## src/rtl/gold_seq_pkg.sv

```systemverilog
// Shared constants and FSM encoding for the parallel Gold sequence generator.
package gold_seq_pkg;

  localparam int unsigned LFSR_W     = 31;
  localparam logic [30:0] X1_TAPS    = 31'h0000_0009;
  localparam logic [30:0] X2_TAPS    = 31'h0000_000F;
  localparam logic [30:0] X1_INIT    = 31'd1;
  localparam int unsigned NC_DEFAULT = 1600;

  typedef enum logic [1:0] {
    IDLE,
    WARM,
    RUN
  } gold_state_e;

endpackage

```

## src/rtl/lfsr31_par.sv

```systemverilog
// 31-bit Fibonacci LFSR advancing STEP positions per enabled cycle.
// Bit j of the register holds x(m+j); the lowest OBS_W bits are exposed.
module lfsr31_par
  import gold_seq_pkg::*;
#(
  parameter logic [LFSR_W-1:0] TAPS  = X1_TAPS,
  parameter int unsigned       STEP  = 1,
  parameter int unsigned       OBS_W = LFSR_W
) (
  input  logic              clk,
  input  logic              rst,
  input  logic              load,
  input  logic [LFSR_W-1:0] seed,
  input  logic              adv,
  output logic [OBS_W-1:0]  state
);

  logic [LFSR_W-1:0] state_q, state_d, step_c;

  // Unrolled STEP-step update; each new bit only depends on the current window.
  always_comb begin
    step_c = state_q;
    for (int unsigned s = 0; s < STEP; s++) begin
      step_c = {^(step_c & TAPS), step_c[LFSR_W-1:1]};
    end
    state_d = state_q;
    if (load) begin
      state_d = seed;
    end else if (adv) begin
      state_d = step_c;
    end
  end

  always_ff @(posedge clk or negedge rst) begin
    if (!rst) begin
      state_q <= '0;
    end else begin
      state_q <= state_d;
    end
  end

  assign state = state_q[OBS_W-1:0];

endmodule

```

## src/rtl/gold_seq_gen_par.sv

```systemverilog
// Gold sequence generator: skips NC chips after seeding, then streams OUT_W
// chips per word over a valid/ready interface with last/done/abort.
module gold_seq_gen_par
  import gold_seq_pkg::*;
#(
  parameter int unsigned OUT_W = 2,
  parameter int unsigned NC    = NC_DEFAULT,
  parameter int unsigned LEN_W = 13
) (
  input  logic             clk,
  input  logic             rst,
  input  logic             start,
  input  logic [30:0]      c_init,
  input  logic [LEN_W-1:0] seq_len,
  input  logic             abort,
  input  logic             out_ready,
  output logic             out_valid,
  output logic [OUT_W-1:0] c_out,
  output logic             out_last,
  output logic             busy,
  output logic             done
);

  localparam int unsigned WARM_CYC = NC / OUT_W;
  localparam int unsigned WARM_W   = (WARM_CYC > 1) ? $clog2(WARM_CYC) : 1;
  localparam int unsigned SUM_W    = LEN_W + 1;

  if (OUT_W < 1 || OUT_W > 16 || (NC % OUT_W) != 0) begin : g_param_check
    $error("gold_seq_gen_par: OUT_W must be in 1..16 and divide NC");
  end

  gold_state_e       state_q, state_d;
  logic [LEN_W-1:0]  words_q, words_d;
  logic [WARM_W-1:0] warm_q, warm_d;
  logic [OUT_W-1:0]  mask_q, mask_d;
  logic              valid_q, last_q, busy_q, done_q, done_d;
  logic              load_c, adv_c;
  logic [OUT_W-1:0]  x1_win, x2_win;
  logic [SUM_W-1:0]  len_sum_c;
  logic [LEN_W-1:0]  words_init_c, len_rem_c;
  logic [OUT_W-1:0]  mask_init_c;

  lfsr31_par #(.TAPS(X1_TAPS), .STEP(OUT_W), .OBS_W(OUT_W)) u_x1 (
    .clk  (clk),
    .rst  (rst),
    .load (load_c),
    .seed (X1_INIT),
    .adv  (adv_c),
    .state(x1_win)
  );

  lfsr31_par #(.TAPS(X2_TAPS), .STEP(OUT_W), .OBS_W(OUT_W)) u_x2 (
    .clk  (clk),
    .rst  (rst),
    .load (load_c),
    .seed (c_init),
    .adv  (adv_c),
    .state(x2_win)
  );

  // Word count and valid-bit mask for the final (possibly partial) word.
  always_comb begin
    len_sum_c    = SUM_W'(seq_len) + SUM_W'(OUT_W - 1);
    words_init_c = LEN_W'(len_sum_c / SUM_W'(OUT_W));
    len_rem_c    = seq_len % LEN_W'(OUT_W);
    for (int unsigned i = 0; i < OUT_W; i++) begin
      mask_init_c[i] = (len_rem_c == '0) || (LEN_W'(i) < len_rem_c);
    end
  end

  always_comb begin
    state_d = state_q;
    words_d = words_q;
    warm_d  = warm_q;
    mask_d  = mask_q;
    done_d  = 1'b0;
    load_c  = 1'b0;
    adv_c   = 1'b0;
    if (abort) begin
      state_d = IDLE;
    end else begin
      case (state_q)
        IDLE: begin
          if (start) begin
            if (seq_len == '0) begin
              done_d = 1'b1;
            end else begin
              load_c  = 1'b1;
              words_d = words_init_c;
              warm_d  = '0;
              mask_d  = mask_init_c;
              state_d = (WARM_CYC > 0) ? WARM : RUN;
            end
          end
        end
        WARM: begin
          adv_c  = 1'b1;
          warm_d = warm_q + WARM_W'(1);
          if (warm_q == WARM_W'(WARM_CYC - 1)) begin
            state_d = RUN;
          end
        end
        RUN: begin
          if (out_ready) begin
            adv_c   = 1'b1;
            words_d = words_q - LEN_W'(1);
            if (words_q == LEN_W'(1)) begin
              state_d = IDLE;
              done_d  = 1'b1;
            end
          end
        end
        default: state_d = IDLE;
      endcase
    end
  end

  always_ff @(posedge clk or negedge rst) begin
    if (!rst) begin
      state_q <= IDLE;
      words_q <= '0;
      warm_q  <= '0;
      mask_q  <= '0;
      valid_q <= 1'b0;
      last_q  <= 1'b0;
      busy_q  <= 1'b0;
      done_q  <= 1'b0;
    end else begin
      state_q <= state_d;
      words_q <= words_d;
      warm_q  <= warm_d;
      mask_q  <= mask_d;
      valid_q <= (state_d == RUN);
      last_q  <= (state_d == RUN) && (words_d == LEN_W'(1));
      busy_q  <= (state_d != IDLE);
      done_q  <= done_d;
    end
  end

  assign out_valid = valid_q;
  assign out_last  = last_q;
  assign busy      = busy_q;
  assign done      = done_q;
  assign c_out     = valid_q ? ((x1_win ^ x2_win) & (last_q ? mask_q : '1)) : '0;

endmodule

```

## config.mk

```make
export PLATFORM = sky130hd
export DESIGN_NAME = gold_seq_gen_par
export DESIGN_NICKNAME = d
export VERILOG_FILES = /design/src/rtl/gold_seq_pkg.sv /design/src/rtl/lfsr31_par.sv /design/src/rtl/gold_seq_gen_par.sv
export SDC_FILE = /design/constraint.sdc
export NUM_CORES = 1
export LEC_CHECK = 0
export ABC_AREA = 1
export BUFFER_PORTS_ARGS = -buffer_cell sky130_fd_sc_hd__buf_2
export CORE_ASPECT_RATIO = 1.2
export CORE_UTILIZATION = 40
export DETAILED_ROUTE_END_ITERATION = 8
export GPL_TIMING_DRIVEN = 0
export HOLD_SLACK_MARGIN = 0.08
export PLACE_DENSITY = 0.65
export SYNTH_ARGS = -nofsm -noshare
export SYNTH_HDL_FRONTEND = slang
export SYNTH_HIERARCHICAL = 1
export SYNTH_SLANG_ARGS = --single-unit
```

## constraint.sdc

```tcl
create_clock -name clk -period 2.6 [get_ports clk]
set_input_delay 0.13 -clock clk [delete_from_list [all_inputs] [get_ports clk]]
set_output_delay 0.13 -clock clk [all_outputs]
set_load 0.02 [all_outputs]
```

Yosys cells after proc, flatten, opt, wreduce, memory -nomap -nowiden
Index checks and enable logic that the tools add are counted.
{"block": "word_totals", "register_bits": 93, "inputBits": 49, "output_inout_bits": 6, "word_cells": 76}
{"block": "op_classes", "n_addsub": 3, "n_lt_le_gt_ge": 2, "eq_ne": 8, "n_mux": 34, "bitwise": 4, "reduce_logical": 15}
{"cell": "$mux 31", "n": 4}
{"cell": "$reduce_xor 31->1", "n": 4}
{"cell": "$mux 13", "n": 4}
{"cell": "$eq 13x1->1 const B", "n": 2}
{"cell": "$logic_not 13->1", "n": 2}
{"cell": "$pmux 13 s2", "n": 1}
{"cell": "$mux 10", "n": 2}
{"cell": "$pmux 10 s2", "n": 1}
{"cell": "$mux 2", "n": 8}
{"cell": "$add 13x1->14 const B", "n": 1}
{"cell": "$sub 13x1->13 const B", "n": 1}
{"cell": "$mux 1", "n": 11}
{"cell": "$add 10x1->10 const B", "n": 1}
{"cell": "$eq 10x10->1 const B", "n": 1}
{"cell": "$reduce_and 4->1", "n": 2}
{"cell": "$pmux 2 s3", "n": 1}
{"cell": "$reduce_bool 2->1", "n": 3}
{"cell": "$eq 2x2->1 const B", "n": 2}
{"cell": "$ne 2x2->1 const B", "n": 2}
{"cell": "$pmux 1 s2", "n": 2}
{"cell": "$and 2x2->2", "n": 1}
{"cell": "$eq 2x1->1 const B", "n": 1}
{"cell": "$logic_not 2->1", "n": 1}
{"cell": "$logic_or 1x1->1", "n": 2}
{"cell": "4 further kinds", "n": 6}

Longest topological paths before layout
Gate-level depths: netlist of the first run.
{"block": "depth", "word_depth": 7, "ltp_mapped": 16}

Hierarchy
Netlist of the first run, hierarchy kept.
{"mod": "gold_seq_gen_par", "instances": 1, "cells_per_inst": 395, "area_per_inst_um2": 2675.1, "seq_area_each_um2": 775.7}
{"mod": "lfsr31_par (u_x2)", "instances": 1, "cells_per_inst": 177, "area_per_inst_um2": 1467.7, "seq_area_each_um2": 775.7}
{"mod": "lfsr31_par (u_x1)", "instances": 1, "cells_per_inst": 180, "area_per_inst_um2": 1406.3, "seq_area_each_um2": 775.7}

Least setup slack after synthesis of the first run
OpenSTA, ideal clock, no wires.
{"block": "synth_timing", "kind": "register -> register", "startpoint": "register, netlist name state_q[0]", "endpoint": "register u_x2.state_q[29]", "arrival_ns": 1.791, "t_required_ns": 2.479, "slack_ns": 0.688, "path_stages_with_launch": 12, "synth_period_minus_slack_ns": 1.912, "path_cell_list": "dfrtp_1 > inv_1 > ha_1 > nand2_1 > inv_2 > nand2_4 > nor2_4 > buf_2 > nor2_4 > buf_2 > a22oi_1 > nand2_1"}
{"element": "end signal: assignment", "line": "lfsr31_par.sv:38", "text": "state_q <= state_d;"}
{"element": "end: declaration", "line": "lfsr31_par.sv:18", "text": "logic [LFSR_W-1:0] state_q, state_d, step_c;"}

==> key figures, run 1 <==
Setup path
  • CP Class: flop to flop
  • Setup crit end kind: flop
  • Req. time, crit path: approximately 2.8 ns
  • Critical path arrival: 2.61 ns
  • Max FO, Critical Path: 10
  • Worst setup SP type: flop

STA
  • Minimum clock period: 2.385 ns
  • Fin. Hold Viols: 0
  • Worst slew margin: 0.4596
  • Unrepaired setup endpoints after global routing: false
  • Crit share post-route: 0.9172
  • Final WS setup: 0.2152 ns
  • Max frequency: between 400 and 500 MHz
  • Least-Margin Pin Slew: 0.8107 ns
  • Skew final: about 0.006 ns
  • Slew Viols, Final: 0
  • Setup TNS: 0 ns
  • Final setup viols: 0

Clock network
  • Max Root-Sink Buffers: 2
  • Later-pin clock latency in the skew report: 0.35 ns
  • Clock transition at path regs: roughly 0.070 ns
  • Clock sinks: a little over 90
  • TritonCTS clock tree: built
  • # H-tree levels: 3
  • Post_cts resized: 0
  • Root Buffer: clkbuf_16
  • Cts bufs inserted: 9

Route
  • Via-per-instance ratio: 4.745
  • Via count: 5001
  • Post-route ant nets: 0
  • Post-route DRC: 0
  • Initial DRC count: 278
  • Drt first pass iters: 5
  • WL/cell: 12.53 µm
  • DRT Wirelength: 13200 µm

Floorplanning
  • Placement row count: 46
  • Die X-Extent: about 110 µm
  • Die Y: around 130 µm
  • Placeable Area: between 0.01 and 0.015 mm²
  • Initial Util: 0.4156
  • Io pins: 55
  • Die Footprint: about 0.014 mm²

Placement
  • Final HPWL DP: just over 9000 µm
  • I/O Buffers: 53
  • Placed insts: around 1000
  • GP Congestion: 0.8768
  • Placed cell area: 0.006163 mm²
  • Place WS: between 0.09 and 0.1 ns

Job
  • Number of max-cap violations: 0

Final layout
  • Antenna Cells: 0
  • Area Growth Syn to Fin: 23.27%
  • Final layout net count: between 900 and 1000
  • Finished Cell Area: slightly below 0.007 mm²
  • Layout Cells excl Fill: 1054
  • Share of post-route cells with drive strength above 1: 0.1885
  • FILL cells: 1332

GRT
  • Total gr overflow: 0
  • Initial antenna violation count: 0
  • Largest net degree at the start of global routing: 54
  • Gr usage total: 0.2027
  • Vias in the first global route: 4812
  • Global-route wire length before repair: 22470 µm

Logic synthesis
  • Seq/Total Area, Yosys: 0.4194
  • Xor/xnor share of the synthesized area: 0.007892
  • Mapped cell area: 0.005549 mm²
  • Avg Inst Size Synth: 7.379 µm²
  • Adder-cell area share of the yosys netlist: 0.02029
  • Ys flop type: dfrtp_1
  • Synthesis-stage register bit count: 93
  • Post-Synth Simple-Gate Area: 0.3723
  • Number of flops mapped to enable cells by yosys: 0
  • Post-synth ARST share: 1.000
  • Synth unique cells: 37
  • Post-synthesis compound-gate area fraction: 0.09200
  • Synth Instances: about 750
  • Warnings from Yosys: 6
  • Post-synthesis mux area share: 0
  • Main combinational cell family by area after synthesis: simple AND/OR/NAND/NOR gates

Status
  • Outcome: finished clean

Power
  • Max VDD drop: 0.0003867 V
  • PD cells: between 600 and 700 mW/mm²
  • P_leak: 3.532 nW

Min path
  • Tightest Hold Check Type: input port to flop
==> cells in the mapped netlist (2+ instances only) <==
master    count  area share
nor2_1       43       0.029
nand2_2      13       0.015
xor2_1        3      0.0047
nand2_4       3      0.0061
nor2_4        8       0.016
a21oi_1      19       0.017
dfrtp_1      93        0.42
nand2_1     279        0.19
a22oi_1      28       0.038
conb_1        2      0.0014
clkbuf_1      2      0.0014
o21ai_1       5      0.0045
ha_1          9       0.020
inv_1        70       0.047
a21oi_2       3      0.0047
inv_2        14      0.0095
nand3_2       9       0.016
a211oi_1      3      0.0041
o21ai_0      15       0.014
buf_4        12       0.016
nor3_4        2      0.0059
nor3_1        5      0.0045
nor2_2       12       0.014
xnor2_1       2      0.0032
nand4_1       6      0.0068
buf_2        13       0.012
nand3_1      68       0.061
nand3_4       2      0.0063
==> flip-flops by register name, indices dropped and copies added (netlist names), 2 cells and up <==
register / count
u_x2/state_q: 31
warm_q: 10
mask_q: 2
u_x1/state_q: 31
words_q: 13
state_q: 2
==> worst max-delay path: stages, from the launching register on <==
cell and delay [ns]:
dfrtp_1 0.40, inv_1 0.11, ha_1 0.31, nand2_1 0.17
inv_2 0.15, nand2_4 0.10, nor2_4 0.23, buf_2 0.23
nor2_4 0.07, buf_2 0.23, a22oi_1 0.18, nand2_1 0.09
==> through the flow <==
stage | power, W | hold WS (ns) | util
final | 0.004306 | 0.1378 | 0.5123
after global routing | 0.004590 | 0.1589 | 0.5123
after CTS | 0.004329 | 0.1231 | 0.5106
after detailed placement | 0.002804 | 0.1591 | 0.4616
after global placement | 0.002780 | 0.3561 | 0.4593
after floorplan | 0.002536 | -0.1656 | -
==> where the power goes <==
group          internal, W  total [W]  switching (W)
clock network     0.000878    0.00148       0.000601
logic             0.000379   0.000935       0.000556
registers          0.00170    0.00189       0.000192
total              0.00296    0.00431        0.00135
==> metal layers <==
metal,track usage,vias to the layer above,wire length (µm)
li1,-,2622,-
met1,0.2610,2297,6038
met2,0.3407,68,6617
met3,0.02927,14,316
met4,0.08314,0,231
met5,0,-,0
==> repair_timing <==
action / 4_1_cts / 5_1_grt
hold buffers: 32 / 0
endpoints found under the hold margin: 71 / 0
endpoints found under the setup margin: 0 / 25
setup buffers: 0 / 3
==> logic make-up (layout without fill, tap and decap cells) <==
kind of cell	Yosys count	in the layout
buf+inv	112	217
compound gates	79	79
simple gates	452	452
flops	93	93
other cells	2	31
xor+xnor	5	5
fa+ha+maj	9	9
==> area by class of cell <==
type                    count  area, µm²  share of cell area
repair buffers             89      638.1             0.09329
clock inverters             6      95.09             0.01390
well taps                 168      210.2             0.03073
inverters                  85      319.1             0.04664
clock buffers              10      239.0             0.03494
multi-input cells         576       2849              0.4165
plain buffers              27      162.7             0.02378
flip-flops and latches     93       2327              0.3402
==> path summary, 6_finish.rpt <==
check                      startpoint          endpoint  slack [ns]  depth (start not counted)
setup / recovery           state_q[0]  u_x2/state_q[24]        0.22                         11
hold / removal                  abort              done        0.14                          2
setup reg to reg           state_q[0]  u_x2/state_q[24]        0.22                         11
hold reg to reg             mask_q[0]         mask_q[0]        0.46                          2
max in group asynchronous         rst  u_x1/state_q[18]        1.62                          3
min in group asynchronous         rst       words_q[10]        0.31                          2
==> placed cells by master, fill, tap and decap left out, types with 2 or more instances in the layout <==
cell type / instances
a211oi_1: 3
a21oi_1: 19
a21oi_2: 3
a22oi_1: 28
buf_2: 65
buf_4: 16
bufinv_16: 2
clkbuf_1: 2
clkbuf_16: 9
clkinv_4: 3
conb_1: 31
dfrtp_1: 93
dlygate4sd3_1: 32
ha_1: 9
inv_1: 70
inv_2: 14
nand2_1: 279
nand2_2: 13
nand2_4: 3
nand3_1: 68
nand3_2: 9
nand3_4: 2
nand4_1: 6
nor2_1: 43
nor2_2: 12
nor2_4: 8
nor3_1: 5
nor3_4: 2
o21ai_0: 15
o21ai_1: 5
xnor2_1: 2
xor2_1: 3
(Power assumes the default switching activity.)
==> run 2, diff against run 1 <==
==> constraint.sdc (replaced) <==
create_clock -name clk -period 2.6 [get_ports clk]
set_input_delay 0 -clock clk [delete_from_list [all_inputs] [get_ports clk]]
set_output_delay 0 -clock clk [all_outputs]
set_load 0.02 [all_outputs]
==> key figures, run 2 (synthesis results as in run 1) <==
GRT
  • M3 GR Usage: 0.02927
  • Global-route wire length before repair: around 22000 µm
  • Vias in the first global route: approximately 4800
  • GR Util met1: 0.2610
  • Global Route met2 Usage: 0.3407
  • Gr usage total: 0.2027
  • Largest net degree at the start of global routing: 54
  • Total gr overflow: 0
  • Initial antenna violation count: 0
  • GRT busiest layer: met2

Route
  • DRT Wirelength: 13170 µm
  • Post-route ant nets: 0
  • WL/cell: 12.48 µm
  • Initial DRC count: 307
  • Via-per-instance ratio: 4.740
  • Via count: 5005
  • Post-route DRC: 0
  • Drt first pass iters: 4

Floorplanning
  • Die X-Extent: 109.5 µm
  • Initial Util: 0.4156
  • Placement row count: 46
  • Die Y: between 100 and 150 µm
  • Io pins: 55
  • Die Footprint: 0.01435 mm²
  • Placeable Area: 0.01335 mm²

STA
  • Least-Margin Pin Slew: 0.8135 ns
  • Skew final: 0.005912 ns
  • Fin. Hold Viols: 0
  • Crit share post-route: 0.9227
  • Final setup viols: 0
  • Slew Viols, Final: 0
  • Minimum clock period: 2.399 ns
  • Max frequency: 416.9 MHz
  • Setup TNS: 0 ns
  • Worst slew margin: 0.4576
  • Unrepaired setup endpoints after global routing: false

Clock network
  • TritonCTS clock tree: built
  • # H-tree levels: 3
  • Later-pin clock latency in the skew report: 0.35 ns
  • Cts bufs inserted: 9
  • Clock transition at path regs: 0.07 ns
  • Max Root-Sink Buffers: 2
  • Root Buffer: clkbuf_16
  • Clock sinks: 93

Placement
  • Final HPWL DP: 9243 µm
  • I/O Buffers: 53
  • Placed insts: 1003
  • GP Congestion: 0.8768

Final layout
  • Share of post-route cells with drive strength above 1: 0.1881
  • Layout Utilization: 0.5138
  • Commonest non-fill, non-tap cell in the layout: nand2_1
  • Area Growth Syn to Fin: 23.63%
  • Layout Cells excl Fill: 1056
  • FILL cells: 1330
  • Antenna Cells: 0
  • Largest registers: u_x1/state_q: 31 flops, u_x2/state_q: 31 flops, words_q: 13 flops
  • Final layout net count: 941
  • Most frequent cells in the layout: nand2_1 (279), dfrtp_1 (93), inv_1 (70)

Setup path
  • CP Class: flop to flop
  • Setup crit end kind: flop
  • Worst setup SP type: flop
  • Critical path arrival: 2.63 ns
  • Req. time, crit path: 2.83 ns
  • Max FO, Critical Path: 10

Job
  • Number of max-cap violations: 0

Status
  • Outcome: finished clean

Power
  • PD cells: 627.7 mW/mm²
  • P_leak: 3.540 nW
  • Max VDD drop: 0.0003861 V

Min path
  • Tightest Hold Check Type: input port to flop
## run 2: final timing paths
check | startpoint | endpoint | slack, ns | depth (start not counted)
max in group asynchronous | rst | u_x1/state_q[18] | 1.76 | 3
hold reg to reg | mask_q[0] | mask_q[0] | 0.46 | 2
setup / recovery | state_q[0] | u_x2/state_q[24] | 0.20 | 11
hold / removal | seq_len[2] | words_q[1] | 0.07 | 4
setup reg to reg | state_q[0] | u_x2/state_q[24] | 0.20 | 11
min in group asynchronous | rst | words_q[10] | 0.18 | 2
## run 2: metrics by stage
stage | power (W) | setup slack (ns) | hold slack (ns) | cell area [µm²]
after floorplan | 0.002536 | 0.6877 | -0.2956 | 5658
after global routing | 0.004592 | 0.01511 | 0.09489 | 6860
final | 0.004306 | 0.2011 | 0.07351 | 6860
after global placement | 0.002780 | 0.1142 | 0.2261 | 6133
after CTS | 0.004331 | 0.08071 | 0.08049 | 6838
after detailed placement | 0.002804 | 0.09894 | 0.02909 | 6163
## run 2: routing by layer
metal	vias to the layer above	routed length (µm)
met3	14	348
li1	2627	-
met4	0	231
met2	74	6549
met1	2290	6045
met5	-	0
## run 2: critical path, cell delays in order (launching register included)
cell	delay, ns
dfrtp_1	0.40
inv_1	0.11
ha_1	0.31
nand2_1	0.17
inv_2	0.15
nand2_4	0.10
nor2_4	0.23
buf_2	0.23
nor2_4	0.07
buf_2	0.23
a22oi_1	0.19
nand2_1	0.09
## run 2: power breakdown
part / total (W) / switching, W / internal (W)
sequential: 0.00189 / 0.000192 / 0.00170
clock: 0.00148 / 0.000600 / 0.000878
combinational: 0.000936 / 0.000555 / 0.000381
total: 0.00431 / 0.00135 / 0.00296
## run 2: repair_timing
action | 4_1_cts | 5_1_grt
endpoints found under the setup margin | 0 | 25
hold endpoints to repair | 74 | 0
gates resized for setup | 0 | 0
buffers inserted | 0 | 3
hold buffers | 34 | 0
## run 2: layout make-up
class                   count  area (µm²)  share of cell area
inverters                  85       319.1             0.04651
clock buffers              10       239.0             0.03483
well taps                 168       210.2             0.03064
plain buffers              27       162.7             0.02371
clock inverters             6       95.09             0.01386
repair buffers             91       658.1             0.09593
multi-input cells         576        2849              0.4153
flip-flops and latches     93        2327              0.3392
